<file path="config.mk">
export PLATFORM = sky130hd
export DESIGN_NAME = uart_rx_pack
export DESIGN_NICKNAME = d
export VERILOG_FILES = /design/src/rtl/uart_pkg.sv /design/src/rtl/uart_bit_timer.sv /design/src/rtl/uart_rx_pack.sv
export SDC_FILE = /design/constraint.sdc
export NUM_CORES = 1
export LEC_CHECK = 0
export CORE_MARGIN = 2
export CORE_UTILIZATION = 40
export CTS_CLUSTER_SIZE = 8
export DETAILED_ROUTE_END_ITERATION = 10
export GPL_TIMING_DRIVEN = 0
export PLACE_DENSITY = 0.59
export SLEW_MARGIN = 25
export SYNTH_ARGS = -nofsm -noshare
export SYNTH_HDL_FRONTEND = slang
export SYNTH_HIERARCHICAL = 1
export SYNTH_SLANG_ARGS = --single-unit
</file>
<file path="constraint.sdc">
create_clock -name sclk -period 3.4 [get_ports sclk]
set_input_delay 0.68 -clock sclk [delete_from_list [all_inputs] [get_ports sclk]]
set_output_delay 0.68 -clock sclk [all_outputs]
set_load 0.05 [all_outputs]
</file>
<file path="src/rtl/uart_pkg.sv">
// Shared types and helpers for the UART receive path: FSM state encoding,
// parity mode constants and the baud divisor calculation.
package uart_pkg;

    typedef enum logic [2:0] {
        S_IDLE  = 3'd0,
        S_START = 3'd1,
        S_DATA  = 3'd2,
        S_PAR   = 3'd3,
        S_STOP  = 3'd4,
        S_BRK   = 3'd5
    } state_t;

    localparam int PAR_NONE = 0;
    localparam int PAR_ODD  = 1;
    localparam int PAR_EVEN = 2;

    function automatic int calc_div(input int clk_freq, input int baud);
        return clk_freq / baud;
    endfunction

endpackage

</file>
<file path="src/rtl/uart_bit_timer.sv">
// Baud-rate timer: mid-bit sample strike and end-of-bit strobe.
// Defining UART_RX_MAJORITY_EN selects 2-of-3 voting around mid-bit.
module uart_bit_timer #(
    parameter int DIV = 434
) (
    input  logic sclk,
    input  logic rst,
    input  logic restart,
    input  logic din,
    output logic sample_tick,
    output logic bit_done,
    output logic bit_val
);

    localparam int CW = (DIV > 1) ? $clog2(DIV) : 1;

    logic [CW-1:0] cnt;

    always_ff @(posedge sclk or posedge rst) begin
        if (rst) begin
            cnt <= '0;
        end else if (restart || (cnt == CW'(DIV - 1))) begin
            cnt <= '0;
        end else begin
            cnt <= cnt + CW'(1);
        end
    end

    assign bit_done = (cnt == CW'(DIV - 1));

`ifdef UART_RX_MAJORITY_EN
    // hist holds the line at counts DIV/2-1 (bit 0) and DIV/2-2 (bit 1) when
    // the vote is taken at DIV/2, so the decision lands one cycle later.
    logic [1:0] hist;

    always_ff @(posedge sclk or posedge rst) begin
        if (rst) begin
            hist <= 2'b11;
        end else begin
            hist <= {hist[0], din};
        end
    end

    assign sample_tick = (cnt == CW'(DIV / 2));
    assign bit_val     = (hist[1] & hist[0]) | (hist[1] & din) | (hist[0] & din);
`else
    assign sample_tick = (cnt == CW'(DIV / 2 - 1));
    assign bit_val     = din;
`endif

endmodule

</file>
<file path="src/rtl/uart_rx_pack.sv">
// UART receiver (configurable width/parity) packing characters into OUT_W
// words for the SDRAM write FIFO. Majority sampling: UART_RX_MAJORITY_EN.
module uart_rx_pack
    import uart_pkg::*;
#(
    parameter int CLK_FREQ  = 50_000_000,
    parameter int BAUD      = 9600,
    parameter int DATA_BITS = 8,
    parameter int PARITY    = 0,
    parameter int OUT_W     = 16
) (
    input  logic             sclk,
    input  logic             rst,
    input  logic             rx,
    input  logic             flush,
    output logic [OUT_W-1:0] po_data,
    output logic             po_flag,
    output logic             frame_err,
    output logic             parity_err,
    output logic             busy,
    output logic [2:0]       state_dbg
);

    localparam int DIV  = calc_div(CLK_FREQ, BAUD);
    localparam int PACK = OUT_W / DATA_BITS;
    localparam int LW   = $clog2(PACK + 1);
    localparam int BW   = $clog2(DATA_BITS + 2);

    logic rx_meta, rx_sync, rx_prev, fall;
    logic restart, sample_tick, bit_done, bit_val;
    state_t state;
    logic [BW-1:0] bit_cnt;
    logic [DATA_BITS-1:0] shreg;
    logic par_bad, ones_odd, accept, emit;
    logic [OUT_W-1:0] pack_q, pack_n;
    logic [LW-1:0] lane, lane_n;

    always_ff @(posedge sclk or posedge rst) begin
        if (rst) begin
            rx_meta <= 1'b1;
            rx_sync <= 1'b1;
            rx_prev <= 1'b1;
        end else begin
            rx_meta <= rx;
            rx_sync <= rx_meta;
            rx_prev <= rx_sync;
        end
    end

    assign fall = rx_prev & ~rx_sync;

    // The fall cycle is count 0 of the start bit, so the timer is only held
    // while idle with no edge pending, and while waiting out a break.
    assign restart = ((state == S_IDLE) && !fall) || (state == S_BRK);

    uart_bit_timer #(
        .DIV (DIV)
    ) u_timer (
        .sclk        (sclk),
        .rst         (rst),
        .restart     (restart),
        .din         (rx_sync),
        .sample_tick (sample_tick),
        .bit_done    (bit_done),
        .bit_val     (bit_val)
    );

    assign ones_odd = (^shreg) ^ bit_val;
    assign busy     = (state != S_IDLE);
    assign state_dbg = state;

    // bit_cnt counts completed bit periods including the start bit, so the
    // sample of data bit k sees bit_cnt == k+1.
    always_ff @(posedge sclk or posedge rst) begin
        if (rst) begin
            state      <= S_IDLE;
            bit_cnt    <= '0;
            shreg      <= '0;
            par_bad    <= 1'b0;
            frame_err  <= 1'b0;
            parity_err <= 1'b0;
        end else begin
            frame_err  <= 1'b0;
            parity_err <= 1'b0;
            case (state)
                S_IDLE: begin
                    if (fall) begin
                        bit_cnt <= '0;
                        par_bad <= 1'b0;
                        state   <= S_START;
                    end
                end
                S_START: begin
                    if (sample_tick) state <= bit_val ? S_IDLE : S_DATA;
                end
                S_DATA: begin
                    if (bit_done) bit_cnt <= bit_cnt + BW'(1);
                    if (sample_tick) begin
                        shreg <= {bit_val, shreg[DATA_BITS-1:1]};
                        if (bit_cnt == BW'(DATA_BITS))
                            state <= (PARITY != PAR_NONE) ? S_PAR : S_STOP;
                    end
                end
                S_PAR: begin
                    if (sample_tick) begin
                        par_bad <= (PARITY == PAR_ODD) ? ~ones_odd : ones_odd;
                        state   <= S_STOP;
                    end
                end
                S_STOP: begin
                    if (sample_tick) begin
                        if (!bit_val) begin
                            frame_err <= 1'b1;
                            state     <= S_BRK;
                        end else begin
                            parity_err <= par_bad;
                            state      <= S_IDLE;
                        end
                    end
                end
                S_BRK: begin
                    if (rx_sync) state <= S_IDLE;
                end
                default: state <= S_IDLE;
            endcase
        end
    end

    assign accept = (state == S_STOP) && sample_tick && bit_val && !par_bad;

    // The character is merged before the flush decision, so a flush on the
    // completing accept yields exactly one strobe.
    always_comb begin
        pack_n = pack_q;
        lane_n = lane;
        if (accept) begin
            pack_n[int'(lane)*DATA_BITS +: DATA_BITS] = shreg;
            lane_n = lane + LW'(1);
        end
        emit = (lane_n == LW'(PACK)) || (flush && (lane_n != '0));
    end

    // po_flag is a one-cycle strobe with no backpressure; po_data holds its
    // last word between strobes.
    always_ff @(posedge sclk or posedge rst) begin
        if (rst) begin
            pack_q  <= '0;
            lane    <= '0;
            po_data <= '0;
            po_flag <= 1'b0;
        end else begin
            po_flag <= 1'b0;
            if (emit) begin
                po_data <= pack_n;
                po_flag <= 1'b1;
                pack_q  <= '0;
                lane    <= '0;
            end else begin
                pack_q <= pack_n;
                lane   <= lane_n;
            end
        end
    end

endmodule

</file>
==> impl_metrics.tcl, run 1 <==
set metrics [dict create \
    synth-edff-count 0 \
    r2r_slack_ps 280 \
    power.total_mw 2.33 \
    final-instance-count-excl-fill 468 \
    portBuffers 26 \
    io_pins 27 \
    first_pass_iters 4 \
    synth-compound-area-share_pct 10.7 \
    rsz0062_at_grt "yes" \
    finalMaxSlewViolations 0 \
    finalSetupViolCount 0 \
    p_leak_nw 1.82 \
    reg2regPathDepth 11 \
    yosys.area_share.adder_pct 2.24 \
    gp_congestion 0.825 \
    cpMostUsedCell "a21oi_1" \
    diodes 0 \
    final_area_um2 4030 \
    vdd_drop_max_mv 0.197 \
    crit_start "u_timer/cnt[0]$_DFF_PP0_" \
    viasPerCell 5.11 \
    grt_max_degree 43 \
    syn-cell-area_um2 3350 \
    critPathLaunchType "flip-flop" \
    cp.depth 11 \
    critPathMaxStageDelay_ps 550 \
    drive_gt1_share_pct 16.8 \
    rows 33 \
    critPathSlowestCell "or4b_4" \
    finalClockSkew_ps 9.29 \
    crit_family "simple AND/OR/NAND/NOR gates" \
    wl_per_cell_um 14.1 \
    grt_pass1_vias 2368 \
    placed_area_um2 3780 \
    drtIter0Drc 59 \
    final_cell_mix "dfrtp_1 (66), nor2_1 (53), a21oi_1 (27)" \
    synth_xor_area_share_pct 3.66 \
    cts_buffers 9 \
    status "finished, final reports clean" \
    clock_path_buffers 2 \
    postCtsHoldBufs 0 \
    num_vias 2390 \
    cp_max_fo 10 \
    synth_cell_type_count 53 \
    synth_top_family_by_area "simple AND/OR/NAND/NOR gates" \
    yosys_warnings 6 \
    cp_num_buf_inv 3 \
    post-place-cells 452 \
    fin_crit_ps 3120 \
    synth_ff_type "dfrtp_1" \
    clk_latency_ps 350 \
    post-route-period-util_pct 91.7 \
    reg2reg_from "u_timer/cnt[0]$_DFF_PP0_" \
    powerDensity_nw_per_um2 578 \
    ant_nets 0 \
    r2r_end "po_data[11]$_DFFE_PP0P_" \
    die_h_um 95.5 \
    min_path_type "flip-flop to flip-flop" \
    crit_end "po_data[11]$_DFFE_PP0P_" \
    grt.total_usage_pct 16.3 \
    synth-async-reset-ratio_pct 100 \
    path_clk_slew_ps 70 \
    final_nets 368 \
    die_w_um 95.5 \
    grt-ovfl-total 0 \
    htree_levels 3 \
    crit_path_cell_trace "ha_1 -> nor4bb_1 -> nand4_1 -> nor4_2 -> buf_2 -> nand4b_4 -> or4b_4 -> buf_6 -> buf_12 -> a21oi_1 -> a21oi_1" \
    syn_to_final_growth_pct 20.1 \
    initial_utilization_pct 41.0 \
    avgSynthCellArea_um2 10.5 \
    cp.arrival_ps 3350 \
    ys_ff_latch 69 \
    synthMuxAreaShare_pct 6.31 \
    layout_commonest_cell "dfrtp_1" \
    routed_wl_mm 6.59 \
    synth_cells 319 \
    root_buffer "clkbuf_8" \
    critical_path_required_ps 3630 \
    core_um2 8180 \
    hold_violations 0 \
    syn-num-nets 329 \
    yosysSeqAreaShare_pct 51.6 \
    dieArea_um2 9130 \
    place_hpwl_mm 4.60 \
    tightest_slew_ps 649 \
    fin_setup_tns_ps 0 \
    fmax_mhz 321 \
    grt_antenna_before_repair 0 \
    synthSimpleGateAreaFrac_pct 20.5 \
    end_kind "flip-flop" \
    max_slew_margin_pct 56.4 \
    drc 0 \
    cts_tree "built" \
    drv_cap 0 \
    grt_pass1_wl_mm 11.4 \
    clock-sinks 69 \
    criticalPathCategory "flip-flop to flip-flop" \
]
-- metal layers --
metal  global-route usage, %  share of wire (%)  up-vias
met3                    3.16                2.7       13
li1                        -                  -     1182
met4                    8.45                2.2        0
met5                       0                  0        -
met2                    24.0                 45       31
met1                    22.7                 50     1164
-- registers in the layout (all words and copies together) (netlist names) --
register,flops
state_dbg,3
po_data,16
u_timer/cnt,13
rx_prev,1
frame_err,1
po_flag,1
rx_sync,1
bit_cnt,4
rx_meta,1
parity_err,1
pack_q,16
shreg,8
lane,2
par_bad,1
-- stage by stage --
step	setup WS (ps)	util, %	hold slack [ps]
global route	-2.41	49.3	368
CTS	268	49.2	361
finish	282	49.3	359
detailed placement	281	46.2	351
floorplan	219	-	345
global placement	-454	45.8	346
-- Yosys cell counts (all sizes together) (6+ instances only) --
cell type	instances	area share [%]
inv	9	1.0
nor2	55	6.6
nand3	6	0.90
mux2	9	3.0
ha	6	2.2
nand2	23	2.7
nand4	7	1.5
buf	9	3.0
xnor2	9	2.4
clkbuf	9	1.0
o21ai	8	1.2
mux2i	11	3.3
dfrtp	66	49
a21oi	33	5.6
and2	7	1.3
-- what timing repair did --
| item | in CTS | in global routing |
|---|---|---|
| endpoints found under the setup margin | 0 | 7 |
| resized for setup | 0 | 2 |
| endpoints found under the hold margin | 0 | 0 |
| setup buffers | 0 | 0 |
-- cell type report --
| cell class | count | area, um^2 |
|---|---|---|
| fill | 769 | 4150 |
| clock inverter | 6 | 110 |
| tap | 105 | 131 |
| multi-input combinational | 223 | 1460 |
| sequential | 69 | 1730 |
| inverter | 9 | 36.3 |
| clock buffer | 10 | 138 |
| timing repair buffer | 28 | 285 |
| buffer | 18 | 135 |
-- worst register-to-register path, stage by stage (launching register included) --
cell and delay, ps:
dfrtp_1 370, ha_1 290, nor4bb_1 300, nand4_1 160
nor4_2 330, buf_2 260, nand4b_4 150, or4b_4 550
buf_6 160, buf_12 140, a21oi_1 200, a21oi_1 100
-- cells by family after synthesis --
family,Yosys count
AO/OA/AOI/OAI,55
XOR/XNOR,14
adder cells (fa/ha/maj),6
buffers and inverters,27
flip-flops,69
multiplexers,20
AND/OR/NAND/NOR,128
-- how the worst min path moves through the flow --
stage / slack, ps / startpoint / depth (start not counted) / to
floorplan: 350 / rx_meta$_DFF_PP1_ / 0 / rx_sync$_DFF_PP1_
global placement: 350 / rx_meta$_DFF_PP1_ / 0 / rx_sync$_DFF_PP1_
detailed placement: 350 / rx_meta$_DFF_PP1_ / 0 / rx_sync$_DFF_PP1_
CTS: 360 / rx_meta$_DFF_PP1_ / 0 / rx_sync$_DFF_PP1_
global route: 370 / rx_meta$_DFF_PP1_ / 0 / rx_sync$_DFF_PP1_
finish: 360 / rx_meta$_DFF_PP1_ / 0 / rx_sync$_DFF_PP1_
-- report_power, final --
group          total (mW)  internal [mW]  switching [mW]
Combinational       0.585          0.213           0.372
Sequential          0.925          0.878          0.0466
Clock               0.818          0.506           0.313
Total                2.33           1.60           0.732
Note: power is estimated with default switching activity, not from simulation.
==> inputs of run 2 (changes only) <==
--- a/config.mk
+++ b/config.mk
@@ -9,8 +9,10 @@
 export CORE_UTILIZATION = 40
 export CTS_CLUSTER_SIZE = 8
 export DETAILED_ROUTE_END_ITERATION = 10
+export GPL_ROUTABILITY_DRIVEN = 0
 export GPL_TIMING_DRIVEN = 0
 export PLACE_DENSITY = 0.59
+export SETUP_SLACK_MARGIN = 0.05
 export SLEW_MARGIN = 25
 export SYNTH_ARGS = -nofsm -noshare
 export SYNTH_HDL_FRONTEND = slang
==> impl_metrics.tcl, run 2 (same netlist as run 1, synthesis figures left out) <==
set metrics [dict create \
    grt_pass1_wl_mm 11.4 \
    place_hpwl_mm 4.60 \
    setup_ws_ps 321 \
    routed_wl_mm 6.60 \
    layout_commonest_cell "dfrtp_1" \
    syn_to_final_growth_pct 20.3 \
    rsz0062_at_grt "no" \
    grt_max_degree 43 \
    min_from "rx_meta$_DFF_PP1_" \
    fin_setup_tns_ps 0 \
    viasPerCell 5.12 \
    post-place-ws_ps 281 \
    hold_violations 0 \
    critPathLaunchType "flip-flop" \
    r2r_end "po_data[11]$_DFFE_PP0P_" \
    final_cell_mix "dfrtp_1 (66), nor2_1 (53), a21oi_1 (27)" \
    fmax_mhz 325 \
    max_slew_margin_pct 56.3 \
    drv_cap 0 \
    num_vias 2396 \
    crit_path_cell_trace "ha_2 -> nor4bb_1 -> nand4_1 -> nor4_2 -> buf_2 -> nand4b_4 -> or4b_4 -> buf_6 -> buf_12 -> a21oi_1 -> a21oi_1" \
    finalMaxSlewViolations 0 \
    final_nets 368 \
    first_pass_iters 4 \
    post-place-cells 452 \
    wl_per_cell_um 14.1 \
    reg2regPathDepth 11 \
    cts_tree "built" \
    criticalPathCategory "flip-flop to flip-flop" \
    ant_nets 0 \
    grt_antenna_before_repair 0 \
    path_clk_slew_ps 70 \
    crit_family "simple AND/OR/NAND/NOR gates" \
    postCtsHoldBufs 0 \
    finalClockSkew_ps 9.35 \
    p_leak_nw 1.82 \
    top_regs "pack_q (16), po_data (16), u_timer/cnt (13)" \
    tightest_slew_ps 649 \
    min_path_type "flip-flop to flip-flop" \
    finalSetupViolCount 0 \
    critPathMaxStageDelay_ps 550 \
    root_buffer "clkbuf_8" \
    cp.arrival_ps 3310 \
    grt-ovfl-total 0 \
    reg2reg_from "u_timer/cnt[0]$_DFF_PP0_" \
    fillers 768 \
    drc 0 \
    die_w_um 95.5 \
    diodes 0 \
    end_kind "flip-flop" \
    rows 33 \
    clk_latency_ps 350 \
    vdd_drop_max_mv 0.198 \
    grt.total_usage_pct 16.3 \
    powerDensity_nw_per_um2 578 \
    io_pins 27 \
    clock-sinks 69 \
    clock_path_buffers 2 \
    worstHoldEndpoint "rx_sync$_DFF_PP1_" \
    core_um2 8180 \
    portBuffers 26 \
    holdPathStages 0 \
    cp_num_buf_inv 3 \
    critPathSlowestCell "or4b_4" \
    status "finished, final reports clean" \
    critical_path_required_ps 3630 \
    dieArea_um2 9130 \
    cpMostUsedCell "a21oi_1" \
    cp_max_fo 10 \
    final-instance-count-excl-fill 468 \
    fin_crit_ps 3080 \
    cts_buffers 9 \
    drtIter0Drc 65 \
    r2r_slack_ps 320 \
    initial_utilization_pct 41.0 \
    grt_pass1_vias 2368 \
    drive_gt1_share_pct 17.4 \
    post-route-period-util_pct 90.6 \
    die_h_um 95.5 \
    htree_levels 3 \
]
[run 2: changes by cell type in the layout (fill, tap and decap cells not counted)]
cell,before,now
buf_2,2,3
nor3_1,1,0
ha_1,6,5
ha_2,0,1
nor3_2,0,1
clkbuf_2,1,0
[run 2: power by group]
part | switching, mW | internal [mW] | total [mW]
registers | 0.0474 | 0.878 | 0.926
logic | 0.374 | 0.215 | 0.589
clock network | 0.313 | 0.506 | 0.819
[run 2: area by class of cell]
cell class              count  area (um^2)  area share [%]
well taps                 105          131            3.26
clock buffers              10          138            3.41
inverters                   9         36.3           0.900
flip-flops and latches     69         1730            42.9
repair buffers             28          285            7.07
plain buffers              18          135            3.35
multi-input cells         223         1470            36.4
clock inverters             6          110            2.73
[run 2: through the flow]
step                      hold slack [ps]  total power [mW]  cell area (um^2)  util [%]
after global placement                346              1.52              3740      45.8
after CTS                             361              2.36              4030      49.2
after global routing                  368              2.45              4030      49.3
after detailed placement              351              1.53              3780      46.2
final                                 359              2.33              4030      49.3
after floorplan                       345              1.36              3350         -
[run 2: worst reg2reg max path: stages (launching register included)]
cell      delay (ps)
dfrtp_1          380
ha_2             250
nor4bb_1         280
nand4_1          160
nor4_2           330
buf_2            260
nand4b_4         150
or4b_4           550
buf_6            160
buf_12           140
a21oi_1          210
a21oi_1          100
[run 2: worst max path at each step]
stage                                         from                       to  slack, ps  depth (start not counted)
after floorplan           u_timer/cnt[0]$_DFF_PP0_  po_data[12]$_DFFE_PP0P_        220                         10
after global placement    u_timer/cnt[0]$_DFF_PP0_  po_data[12]$_DFFE_PP0P_       -450                         10
after detailed placement  u_timer/cnt[0]$_DFF_PP0_  po_data[15]$_DFFE_PP0P_        280                         11
after CTS                 u_timer/cnt[0]$_DFF_PP0_  po_data[13]$_DFFE_PP0P_        270                         11
after global routing      u_timer/cnt[0]$_DFF_PP0_   po_data[0]$_DFFE_PP0P_        100                         10
final                     u_timer/cnt[0]$_DFF_PP0_  po_data[11]$_DFFE_PP0P_        320                         11
[run 2: metal layers]
metal / routed length [um] / GRT usage [%] / vias up
met3: 192 / 3.16 / 13
met1: 3280 / 22.7 / 1166
met5: 0 / 0 / -
met2: 2980 / 24.0 / 37
met4: 147 / 8.45 / 0
li1: - / - / 1180
[run 2: timing repair]
item,in CTS,in global routing
gates resized for setup,0,5
setup buffers,0,0
setup endpoints to repair,0,12
==> variant, RTL diff (config.mk and constraints of run 2) <==
`PARITY`: 0 -> 1.
--- a/src/rtl/uart_rx_pack.sv
+++ b/src/rtl/uart_rx_pack.sv
@@ -6,7 +6,7 @@
     parameter int CLK_FREQ  = 50_000_000,
     parameter int BAUD      = 9600,
     parameter int DATA_BITS = 8,
-    parameter int PARITY    = 0,
+    parameter int PARITY    = 1,
     parameter int OUT_W     = 16
 ) (
     input  logic             sclk,
Behaviour: no difference found for any inputs over 10 cycles, from zero or initial values and one cycle with rst high; that may be too few to reach the edited logic, so the function may still have changed.
==> variant against run 2 <==
- design area rose by 3.9%
- setup slack improved by 0.098 ns
- highest routed layer unchanged
- count of clock-buffer cells in the layout did not move
- non-clock buffer count fell by 3
- largest cell class unchanged
- die area rose by 3.9%
- routed wire length fell by 1.8%
- synthesized area rose by 4.1%
- sequential cell count did not move
Power is not compared: it rests on default switching activity, and its combinational part moved more than twofold at a synthesized area within 25%.
==> variant: results (changes against run 2) <==
stage	metric	value	unit	change
status	outcome	finished clean		
place	dpl.hpwl	4343	um	-5.5%
global_routing	grt_pass1_wl	11430	um	+0.18%
synth	async_flop_share	1.000		unchanged
synth	synth-seq-area-share	0.4959		-0.02036
clock_network	root_buffer	clkbuf_8		
min_path	hp-start	rx_meta$_DFF_PP1_		
detailed_routing	num_vias	2331		-2.7%
timing	clock-skew-final	0.01136	ns	+0.002016 ns
setup_path	rrSetupSlack	0.42	ns	+0.10 ns
setup_path	rr_endpoint	po_data[9]$_DFFE_PP0P_		
timing	final.setup.tns	0	ns	unchanged
synth	yosys_warnings	6		unchanged
synth	ys.flop_type	dfrtp_1		
detailed_routing	drt_pass1_iterations	4		unchanged
clock_network	cts_setup_buffers	0		unchanged
cells_and_area	reg.largest.list	pack_q x16, po_data x16, u_timer/cnt x13		
synth	netlist_top_cells_area	dfrtp_1 47%, mux2_2 5.8%, mux2_4 4.3%		
synth	syn_avg_cell_area	11.44	um^2	+8.9%
detailed_routing	avgRoutedWirePerCell	14.21	um	+0.75%
power_and_ir_drop	ir_drop	187.0	uV	
setup_path	critPathMaxFanout	10		unchanged
clock_network	clk_latency	0.35	ns	about the same
cells_and_area	drive_gt1_frac	0.1983		+0.02472
global_routing	grt_max_degree	46		+7.0%
synth	syn_nets	314		-4.6%
cells_and_area	fillers	826		+7.6%
power_and_ir_drop	p_leak	0.001986	uW	
timing	whs	0.3582	ns	-0.0005870 ns
detailed_routing	ant_nets	0		unchanged
setup_path	reg2regPathDepth	10		-1
synth	yosysUniqueCellTypes	50		-5.7%
timing	max-slew-margin-rel	0.3497		-0.2137
detailed_routing	drtIter0Drc	101		+55%
detailed_routing	via_per_inst	5.112		-0.15%
global_routing	grt_pass1_vias	2331		-1.6%
clock_network	h-tree-depth	3		unchanged
min_path	hp-class	register to register		
place	place.port_buffers	26		unchanged
setup_path	arrival	3.21	ns	-0.10 ns
place	numPlacedInstances	440		-2.7%
cells_and_area	nNetsFinal	352		-4.3%
global_routing	grt_usage	0.1489		-0.01400
clock_network	clk_path_buf_depth	2		unchanged
cells_and_area	antennaDiodeCount	0		unchanged
synth	synth_top_cells_by_count	66 x dfrtp_1, 20 x nand2_1, 18 x inv_1, 18 x mux2_2, 18 x nor2b_1		
## variant: final cells by class
| type | count | share of cell area |
|---|---|---|
| buffer | 16 | 0.02775 |
| clock buffer | 10 | 0.03044 |
| clock inverter | 6 | 0.03223 |
| inverter | 18 | 0.01671 |
| multi-input combinational | 202 | 0.3793 |
| sequential | 69 | 0.4127 |
| tap | 108 | 0.03223 |
| timing repair buffer | 27 | 0.06864 |
## variant: power by group
| part | internal, uW | switching (uW) |
|---|---|---|
| registers | 862 | 46.9 |
| logic | 95.2 | 131 |
| clock network | 562 | 321 |
## variant: metal layers
layer  track usage  vias up  routed length (um)
li1              -     1145                   -
met5             0        -                   0
met2        0.2090       29                2780
met3       0.03381       11                 227
met4       0.07051        0                 135
met1        0.2175     1146                3336
## variant: logic make-up after synthesis
family | share of synthesized area
buffers and inverters | 0.05270
XOR/XNOR | 0.03155
multiplexers | 0.1477
adder cells (fa/ha/maj) | 0.01793
AND/OR/NAND/NOR | 0.1782
AO/OA/AOI/OAI | 0.07602
flip-flops | 0.4959
## variant: how the worst max path moves through the flow
| stage | startpoint | end | slack (ns) |
|---|---|---|---|
| 3_3_place_gp | u_timer/cnt[0]$_DFF_PP0_ | po_data[4]$_DFFE_PP0P_ | -0.04 |
| 4_1_cts | u_timer/cnt[0]$_DFF_PP0_ | po_data[9]$_DFFE_PP0P_ | 0.29 |
| 5_1_grt | u_timer/cnt[0]$_DFF_PP0_ | po_data[11]$_DFFE_PP0P_ | 0.22 |
| 2_1_floorplan | u_timer/cnt[0]$_DFF_PP0_ | po_data[10]$_DFFE_PP0P_ | 0.53 |
| 3_5_place_dp | u_timer/cnt[0]$_DFF_PP0_ | po_data[8]$_DFFE_PP0P_ | 0.31 |
| 6_report | u_timer/cnt[0]$_DFF_PP0_ | po_data[9]$_DFFE_PP0P_ | 0.42 |
## variant: through the flow
step / setup slack [ns] / area, um^2
final: 0.4195 / 4193
after global routing: 0.2234 / 4193
after CTS: 0.2895 / 4184
after detailed placement: 0.3085 / 3921
after global placement: -0.03830 / 3885
after floorplan: 0.5276 / 3490
## variant: critical path, stage by stage, from the launching register on
cell and delay (ns):
dfrtp_1 0.39, ha_1 0.27, nor4bb_1 0.31, nand4_1 0.18, nor4_4 0.45, and4bb_1 0.28
buf_6 0.14, nand4_1 0.15, nand3_4 0.19, buf_6 0.20, mux2_4 0.31
